File: src/rtl/div_sched_pkg.sv
// Shared types and constants for the divider scheduler.
// Latency: n/a (declarations only).  Backpressure: n/a.
package div_pkg;

    localparam int DIV_W       = 4;
    localparam int DIV_LAT_DEF = 5;

    typedef enum logic [1:0] {
        IDLE,
        LOAD,
        WAIT,
        DONE
    } div_sched_state_t;

    localparam logic [DIV_W-1:0] DBZ_QUOT = {DIV_W{1'b1}};

    // Next round-robin start position after serving idx, modulo n.
    function automatic logic [1:0] wrap_inc(input logic [1:0] idx, input int n);
        if (int'(idx) >= n - 1) begin
            return 2'd0;
        end
        return idx + 2'd1;
    endfunction

endpackage

File: src/rtl/div_sched_if.sv
// Requester and divider signals of the scheduler; master = environment, slave = scheduler.
// Latency: n/a (wires only).  Backpressure: req level held until ack.
interface div_sched_if #(
    parameter int NREQ = 2,
    parameter int W    = 4
);
    logic [NREQ-1:0]   req;
    logic [NREQ*W-1:0] req_a;
    logic [NREQ*W-1:0] req_b;
    logic [NREQ-1:0]   ack;
    logic [W-1:0]      res_q;
    logic [W-1:0]      res_r;
    logic              res_dbz;
    logic              busy;
    logic              div_ld;
    logic [W-1:0]      div_a;
    logic [W-1:0]      div_b;
    logic [W-1:0]      div_ry;
    logic [2*W-1:0]    div_ra;

    modport master (
        output req, req_a, req_b, div_ry, div_ra,
        input  ack, res_q, res_r, res_dbz, busy, div_ld, div_a, div_b
    );

    modport slave (
        input  req, req_a, req_b, div_ry, div_ra,
        output ack, res_q, res_r, res_dbz, busy, div_ld, div_a, div_b
    );
endinterface

File: src/rtl/div_rr_pick.sv
// Round-robin picker: first set req bit at or after ptr, wrapping modulo NREQ.
// Latency: combinational.  Backpressure: none; any=0 when nothing is requested.
module div_rr_pick #(
    parameter int NREQ = 2,
    parameter int PW   = 2
) (
    input  logic [NREQ-1:0] req,
    input  logic [PW-1:0]   ptr,
    output logic [PW-1:0]   gnt_idx,
    output logic            any
);

    logic found;

    always_comb begin
        gnt_idx = '0;
        found   = 1'b0;
        any     = |req;
        for (int k = 0; k < NREQ; k++) begin
            if (!found && req[(int'(ptr) + k) % NREQ]) begin
                found   = 1'b1;
                gnt_idx = PW'((int'(ptr) + k) % NREQ);
            end
        end
    end

endmodule

File: src/rtl/div_sched.sv
// Round-robin scheduler sharing one shift-subtract divider; DIV_SCHED_DBZ_EN short-circuits zero divisors.
// Latency: ack DIV_LAT+2 cycles after the request is sampled (1 cycle for a short-circuited divide by zero).
// Backpressure: req is a held level; requests arriving while busy wait for the next IDLE and are never lost.
module div_sched
    import div_pkg::*;
#(
    parameter int NREQ    = 2,
    parameter int W       = DIV_W,
    parameter int DIV_LAT = DIV_LAT_DEF
) (
    input logic       clk,
    input logic       rst,
    div_sched_if.slave bus
);

    localparam int PW = 2;
    localparam int CW = $clog2(DIV_LAT + 1);

    div_sched_state_t state;
    logic [PW-1:0]    ptr;
    logic [PW-1:0]    grant;
    logic [CW-1:0]    cnt;
    logic [W-1:0]     op_a;
    logic [W-1:0]     op_b;
    logic [NREQ-1:0]  ack_q;
    logic [W-1:0]     res_q_q;
    logic [W-1:0]     res_r_q;
    logic             res_dbz_q;
    logic             busy_q;
    logic             ld_q;

    logic [PW-1:0]    pick_idx;
    logic             pick_any;
    logic [W-1:0]     sel_a;
    logic [W-1:0]     sel_b;
    logic             dbz_hit;

    div_rr_pick #(
        .NREQ (NREQ),
        .PW   (PW)
    ) u_pick (
        .req     (bus.req),
        .ptr     (ptr),
        .gnt_idx (pick_idx),
        .any     (pick_any)
    );

    assign sel_a = bus.req_a[int'(pick_idx)*W +: W];
    assign sel_b = bus.req_b[int'(pick_idx)*W +: W];

`ifdef DIV_SCHED_DBZ_EN
    assign dbz_hit = (sel_b == '0);
`else
    assign dbz_hit = 1'b0;
`endif

    always_ff @(posedge clk) begin
        if (rst) begin
            state     <= IDLE;
            ptr       <= '0;
            grant     <= '0;
            cnt       <= '0;
            op_a      <= '0;
            op_b      <= '0;
            ack_q     <= '0;
            res_q_q   <= '0;
            res_r_q   <= '0;
            res_dbz_q <= 1'b0;
            busy_q    <= 1'b0;
            ld_q      <= 1'b0;
        end else begin
            ack_q <= '0;
            ld_q  <= 1'b0;
            case (state)
                IDLE: begin
                    if (pick_any) begin
                        grant  <= pick_idx;
                        op_a   <= sel_a;
                        op_b   <= sel_b;
                        busy_q <= 1'b1;
                        // Zero divisor bypasses the divider entirely; result is ready next cycle.
                        if (dbz_hit) begin
                            state     <= DONE;
                            ack_q     <= NREQ'(1) << pick_idx;
                            res_q_q   <= W'(DBZ_QUOT);
                            res_r_q   <= sel_a;
                            res_dbz_q <= 1'b1;
                        end else begin
                            state <= LOAD;
                            ld_q  <= 1'b1;
                        end
                    end
                end
                LOAD: begin
                    cnt   <= CW'(DIV_LAT);
                    state <= WAIT;
                end
                WAIT: begin
                    cnt <= cnt - CW'(1);
                    if (cnt == CW'(1)) begin
                        state     <= DONE;
                        ack_q     <= NREQ'(1) << grant;
                        res_q_q   <= bus.div_ry;
                        res_r_q   <= bus.div_ra[W-1:0];
                        res_dbz_q <= 1'b0;
                    end
                end
                DONE: begin
                    state  <= IDLE;
                    busy_q <= 1'b0;
                    ptr    <= wrap_inc(grant, NREQ);
                end
                default: state <= IDLE;
            endcase
        end
    end

    assign bus.ack     = ack_q;
    assign bus.res_q   = res_q_q;
    assign bus.res_r   = res_r_q;
    assign bus.res_dbz = res_dbz_q;
    assign bus.busy    = busy_q;
    assign bus.div_ld  = ld_q;
    assign bus.div_a   = op_a;
    assign bus.div_b   = op_b;

endmodule
File: src/flat_wrapper.sv
// flat-port wrapper written by rule: the top's interface ports become plain ports
module div_sched_flat import div_pkg::*;
#(
    parameter int NREQ    = 2,
    parameter int W       = DIV_W,
    parameter int DIV_LAT = DIV_LAT_DEF
)
  (clk, rst, bus_req, bus_req_a, bus_req_b, bus_div_ry, bus_div_ra, bus_ack, bus_res_q, bus_res_r, bus_res_dbz, bus_busy, bus_div_ld, bus_div_a, bus_div_b);
  div_sched_if #(.NREQ(NREQ), .W(W)) bus_i ();
  input logic clk;
  input logic rst;
  input wire logic [$bits(bus_i.req)-1:0] bus_req;
  input wire logic [$bits(bus_i.req_a)-1:0] bus_req_a;
  input wire logic [$bits(bus_i.req_b)-1:0] bus_req_b;
  input wire logic [$bits(bus_i.div_ry)-1:0] bus_div_ry;
  input wire logic [$bits(bus_i.div_ra)-1:0] bus_div_ra;
  output wire logic [$bits(bus_i.ack)-1:0] bus_ack;
  output wire logic [$bits(bus_i.res_q)-1:0] bus_res_q;
  output wire logic [$bits(bus_i.res_r)-1:0] bus_res_r;
  output wire logic [$bits(bus_i.res_dbz)-1:0] bus_res_dbz;
  output wire logic [$bits(bus_i.busy)-1:0] bus_busy;
  output wire logic [$bits(bus_i.div_ld)-1:0] bus_div_ld;
  output wire logic [$bits(bus_i.div_a)-1:0] bus_div_a;
  output wire logic [$bits(bus_i.div_b)-1:0] bus_div_b;
  assign bus_i.req = bus_req;
  assign bus_i.req_a = bus_req_a;
  assign bus_i.req_b = bus_req_b;
  assign bus_i.div_ry = bus_div_ry;
  assign bus_i.div_ra = bus_div_ra;
  assign bus_ack = bus_i.ack;
  assign bus_res_q = bus_i.res_q;
  assign bus_res_r = bus_i.res_r;
  assign bus_res_dbz = bus_i.res_dbz;
  assign bus_busy = bus_i.busy;
  assign bus_div_ld = bus_i.div_ld;
  assign bus_div_a = bus_i.div_a;
  assign bus_div_b = bus_i.div_b;
  div_sched #(.NREQ(NREQ), .W(W), .DIV_LAT(DIV_LAT)) u_core (.clk(clk), .rst(rst), .bus(bus_i));
endmodule
File: config.mk
export PLATFORM = sky130hd
export DESIGN_NAME = div_sched_flat
export DESIGN_NICKNAME = d
export VERILOG_FILES = /design/src/rtl/div_sched_pkg.sv /design/src/rtl/div_sched_if.sv /design/src/rtl/div_rr_pick.sv /design/src/rtl/div_sched.sv /design/src/flat_wrapper.sv
export SDC_FILE = /design/constraint.sdc
export NUM_CORES = 1
export LEC_CHECK = 0
export ABC_AREA = 1
export CORE_MARGIN = 5
export CORE_UTILIZATION = 44
export DETAILED_ROUTE_END_ITERATION = 10
export PLACE_DENSITY = 0.84
export SYNTH_ARGS = -nofsm -noshare
export SYNTH_HDL_FRONTEND = slang
export SYNTH_HIERARCHICAL = 1
export SYNTH_SLANG_ARGS = --single-unit
File: constraint.sdc
create_clock -name clk -period 1.77 [get_ports clk]
set_clock_uncertainty 0.1 [all_clocks]
set_input_delay 0.177 -clock clk [delete_from_list [all_inputs] [get_ports clk]]
set_output_delay 0.177 -clock clk [all_outputs]
set_load 0.005 [all_outputs]
**After elaboration in Yosys (flattened, before gate mapping)**

Cells that the tools add are included.

- Bits in registers: 28
- Input bits: 32
- Output and inout port bits: 21
- Logic and storage cells: 62

- Add/sub/neg operators: 3
- $lt $le $gt $ge: 3
- Eq/ne operators: 6
- Shift-type cells: 3
- Mux-type cells: 20
- Bitwise logic cells: 4
- Reduce and logical (&&, ||, !) cells: 12

Operators with widths:

| kind | number |
|---|---|
| 8-bit by 5-bit variable part select with 4-bit output | 2 |
| 1-bit 2-to-1 mux | 14 |
| 2-bit case mux with 4 select lines | 1 |
| 2-bit AND reduction | 4 |
| 2-bit 2-to-1 mux | 3 |
| 3-bit case mux with 2 select lines | 1 |
| 2-bit equality test (second input constant) | 2 |
| 2-bit by 1-bit inequality test with 1-bit output (second input constant) | 2 |
| 2-bit nonzero test | 2 |
| 2-bit OR reduction | 2 |
| 3-bit by 1-bit equality test with 1-bit output (second input constant) | 1 |
| 2-bit by 3-bit < comparator with 1-bit output (second input constant) | 1 |
| 1-bit NOT | 3 |
| 3-bit OR reduction | 1 |
| 3-bit by 1-bit subtractor with 3-bit output (second input constant) | 1 |
| 1-bit adder (second input constant) | 2 |
| 2-bit by 1-bit equality test with 1-bit output (second input constant) | 1 |
| 2-bit by 1-bit >= comparator with 1-bit output (second input constant) | 1 |
| 2-bit zero test | 1 |
| 1-bit by 2-bit < comparator with 1-bit output (second input constant) | 1 |
| 1-bit case mux with 2 select lines | 1 |
| 1-bit by 2-bit << shifter with 2-bit output (first input constant) | 1 |
| 1-bit bitwise AND (first input constant) | 1 |
| 1-bit logical AND | 1 |
| 1-bit zero test | 1 |

**Logic depth before layout (Yosys ltp)**

- Word-level depth: 8
- Mapped depth: 8
- Mapped depth without buffers: 7

**By module**

Netlist, hierarchy kept.

Modules (own cells, without submodules):

| module | times used | cells an instance | area each (µm²) | sequential area each (µm²) |
|---|---|---|---|---|
| div_sched | 1 | 170 | 1426.4 | 580.6 |
| div_rr_pick | 1 | 6 | 30.0 | 0.0 |

**Least setup slack after synthesis**

OpenSTA, ideal clock, no wires.

- Path kind: reg2reg
- Start point: reg u_core.state[0]
- End point: reg u_core.op_a[0] (netlist: u_core/bus.div_a[0])
- Library setup time: 0.066 ns
- Arrival: 1.076 ns
- Data required time: 1.604 ns
- Slack: 0.527 ns
- Cell stages (with the launch flop): 7
- Buffers on the path: 1
- Clock period less this slack: 1.243 ns
- Cells stage by stage: dfxtp_1 -> inv_1 -> ha_1 -> nand2_2 -> buf_6 -> nand2_1 -> a21oi_2

- Word-level cells in the longest chain between the ends: 2

RTL lines:

| element | line | RTL |
|---|---|---|
| from (decl) | div_sched.sv:19 | `div_sched_state_t state;` |
| from (signal assigned) | div_sched.sv:59 | `state <= IDLE;` |
| from (signal assigned) | div_sched.sv:83 | `state <= DONE;` |
| from (signal assigned) | div_sched.sv:89 | `state <= LOAD;` |
| 2-bit zero test | div_sched.sv:74 | `case (state)` |
| 2-bit AND reduction (no source line) | n/a |  |
| to (signal assigned) | div_sched.sv:78 | `op_a <= sel_a;` |
| to (decl) | div_sched.sv:23 | `logic [W-1:0] op_a;` |

Every way passes these cells.
A chain may end at the register's enable or synchronous reset.

**Worst setup path in the final report**

- Start point: reg u_core.state[0]
- End point: reg u_core.op_a[2] (netlist: u_core/bus.div_a[2])

Same word-level chain as after synthesis.

==> results.md <==
- Final wirelength: 2880 um
- CP endpoint kind: register
- CTS buffer count: 3
- Root Driver: clkbuf_4
- Sequential group share of total power: 37.6%
- Post-CTS Resized: 0
- Worst vdd ir: 0.456 mV
- Final Hold Viols: 0
- Slowest cell on the critical path: dfxtp_1
- Worst path cell trace: inv_1, ha_1, nand2_2, nor2_8, nand2_1, a21oi_2
- Crit-path max FO: 13
- Worst EP required: 1.94 ns
- Clock power frac: 18.6%
- RR Endpoint: u_core/bus.div_a[2]$_SDFFE_PP0P_
- # rows: 20
- Psw: 825 uW
- Vias/cell: ~4.6
- Largest net degree at the start of global routing: 18
- Worst R2R Start: u_core/state[0]$_SDFFE_PP0P_
- I/O Buffers: between 40 and 50
- Min-Delay Endpoint: u_core/bus.res_q[3]$_SDFFE_PP0P_
- H-tree depth: 1
- HPWL Detailed: 2180 um
- Place WS: 0.156 ns
- Post-CTS Setup Inserts: 0
- Die height: 66.9 um
- Starting Density: 46.2%
- CP peak stage delay: roughly 0.35 ns
- RSZ-0062 raised after global routing: no
- CTS tree: done
- Max Cap Violations: 0
- Register-to-Register Path Depth: 6
- Outcome: complete, no violations
- Die ar.: 4470 um^2
- Min cycle time layout: roughly 1.5 ns
- Hold WC Path Type: input pin to register
- # diodes: 0
- Hold Path Depth: 3
- Worst Setup Path Type: register to register
- GRT overflow: 0
- Core Area: 3080 um^2
- Fin crit share: 84.2%
- Clk pin slew, worst setup/hold paths: 0.15 ns
- Final setup violation count: 0
- Synthesized area: around 1400 um^2
- Pins Over Slew Limit: 0
- P_int: 1400 uW
- First-pass GRT wire length: 4810 um
- Nature of the critical path startpoint: register
- Share of cells above drive strength 1: 14.8%
- Antenna Nets Post-Route: 0
- Worst-skew pair later-pin latency: 0.32 ns
- Power Density: 1150 nW/um^2
- Synth Instances: around 170
- Slack of the critical path: 0.280 ns
- Area delta synth->final: 35.8%
- Max Root-Sink Buffers: 2
- Buf+Inv Stages, Crit Path: 1
- 1st-iter DRT viols: 120
- Switching Fraction: 37.1%
- Initial antenna violation count: 0
- Comb power frac: 43.7%
- Yosys warning total: 6
- Syn nets: 211
- Pre-antenna DRT Iters: 4
- Power, Total: between 2000 and 2500 uW
- Delay-heaviest family, CP: simple AND/OR/NAND/NOR gates
- Vias in the first global route: 1143
- DR WL/cell: 11.1 um
- GP Congestion: roughly 0.75
- I/O pin count: 53
- Hold Startpoint: bus_div_ry[3]
- WP data arrival: 1.66 ns
- Die width: 66.9 um
- Vias: around 1200
- Clk sink count: 28
- Worst R2R Setup Slack: 0.28 ns
- FMAX: around 670 MHz
- Hold-fix buffers at CTS: 0
- Setup_tns: 0 ns
- Syn Area/Cell: 8.27 um^2
- DRC errors left: 0
- P_leak: 0.000760 uW
- Gr usage total: 13.6%
- Fin nets: 256
[per-stage QoR]
stage	utilization (%)	hold WS, ns	cell area, um^2	instances
final	62.8	0.323	1930	260
after global routing	62.8	0.299	1930	260
after CTS	62.8	0.304	1930	260
after detailed placement	61.1	0.337	1880	256
after global placement	61.1	0.328	1880	256
after floorplan	-	0.245	1420	172
[placed cells by master, fill, tap and decap left out, types with 2 or more instances in the layout]
cell / n
ha_1: 7
nand3_1: 2
conb_1: 2
o21ai_2: 8
buf_4: 4
clkdlybuf4s50_1: 47
inv_1: 21
nand4_1: 8
a21oi_1: 14
dfxtp_1: 28
o21ai_0: 3
nor4_2: 2
clkbuf_4: 3
a21oi_2: 9
nand2_1: 45
nor2_1: 3
[power groups by stage]
stage / Combinational [uW] / Sequential [uW] / Clock, uW
after detailed placement: 977 / 852 / 0
after CTS: 983 / 838 / 432
after global routing: 1110 / 855 / 457
after floorplan: 750 / 843 / 0
after global placement: 963 / 846 / 0
final: 973 / 837 / 415
[worst max path at each step]
stage | from | endpoint | slack, ns | cells past startpoint
4_1_cts | u_core/bus.res_q[3]$_SDFFE_PP0P_ | bus_res_q[3] | 0.26 | 1
6_report | u_core/state[0]$_SDFFE_PP0P_ | u_core/bus.div_a[2]$_SDFFE_PP0P_ | 0.28 | 6
5_1_grt | u_core/state[0]$_SDFFE_PP0P_ | u_core/bus.div_a[2]$_SDFFE_PP0P_ | 0.15 | 6
3_5_place_dp | bus_req[1] | u_core/bus.div_a[2]$_SDFFE_PP0P_ | 0.16 | 6
2_1_floorplan | u_core/state[0]$_SDFFE_PP0P_ | u_core/bus.div_a[0]$_SDFFE_PP0P_ | 0.53 | 6
3_3_place_gp | bus_req[1] | u_core/bus.div_b[0]$_SDFFE_PP0P_ | 0.17 | 6
[registers in the layout, summed over array words and instances (netlist names)]
| name | flops |
|---|---|
| u_core/bus.busy | 1 |
| u_core/bus.res_q | 4 |
| u_core/ptr | 1 |
| u_core/grant | 2 |
| u_core/bus.div_b | 4 |
| u_core/state | 2 |
| u_core/bus.ack | 2 |
| u_core/bus.div_a | 4 |
| u_core/bus.div_ld | 1 |
| u_core/cnt | 3 |
| u_core/bus.res_r | 4 |
[metal layers]
layer / part of all wire [%] / GRT usage [%]
met4: 0.59 / 3.80
met5: 0 / 0
met2: 46 / 24.5
met3: 8.2 / 4.38
met1: 45 / 15.3
[final cells by class]
| class | count | area [um^2] |
|---|---|---|
| clock inverters | 1 | 30.0 |
| inverters | 22 | 82.6 |
| flip-flops and latches | 28 | 561 |
| multi-input cells | 111 | 681 |
| well taps | 44 | 55.1 |
| repair buffers | 51 | 500 |
| fillers | 286 | 1150 |
| clock buffers | 3 | 22.5 |
[worst min-delay path: cells and delay by family]
| family | cells | cell delay (ns) |
|---|---|---|
| AO/OA/AOI/OAI | 1 | 0.06 |
| buffers and inverters | 1 | 0.40 |
| AND/OR/NAND/NOR | 1 | 0.08 |
No activity file was read; power rests on OpenSTA's default activity.
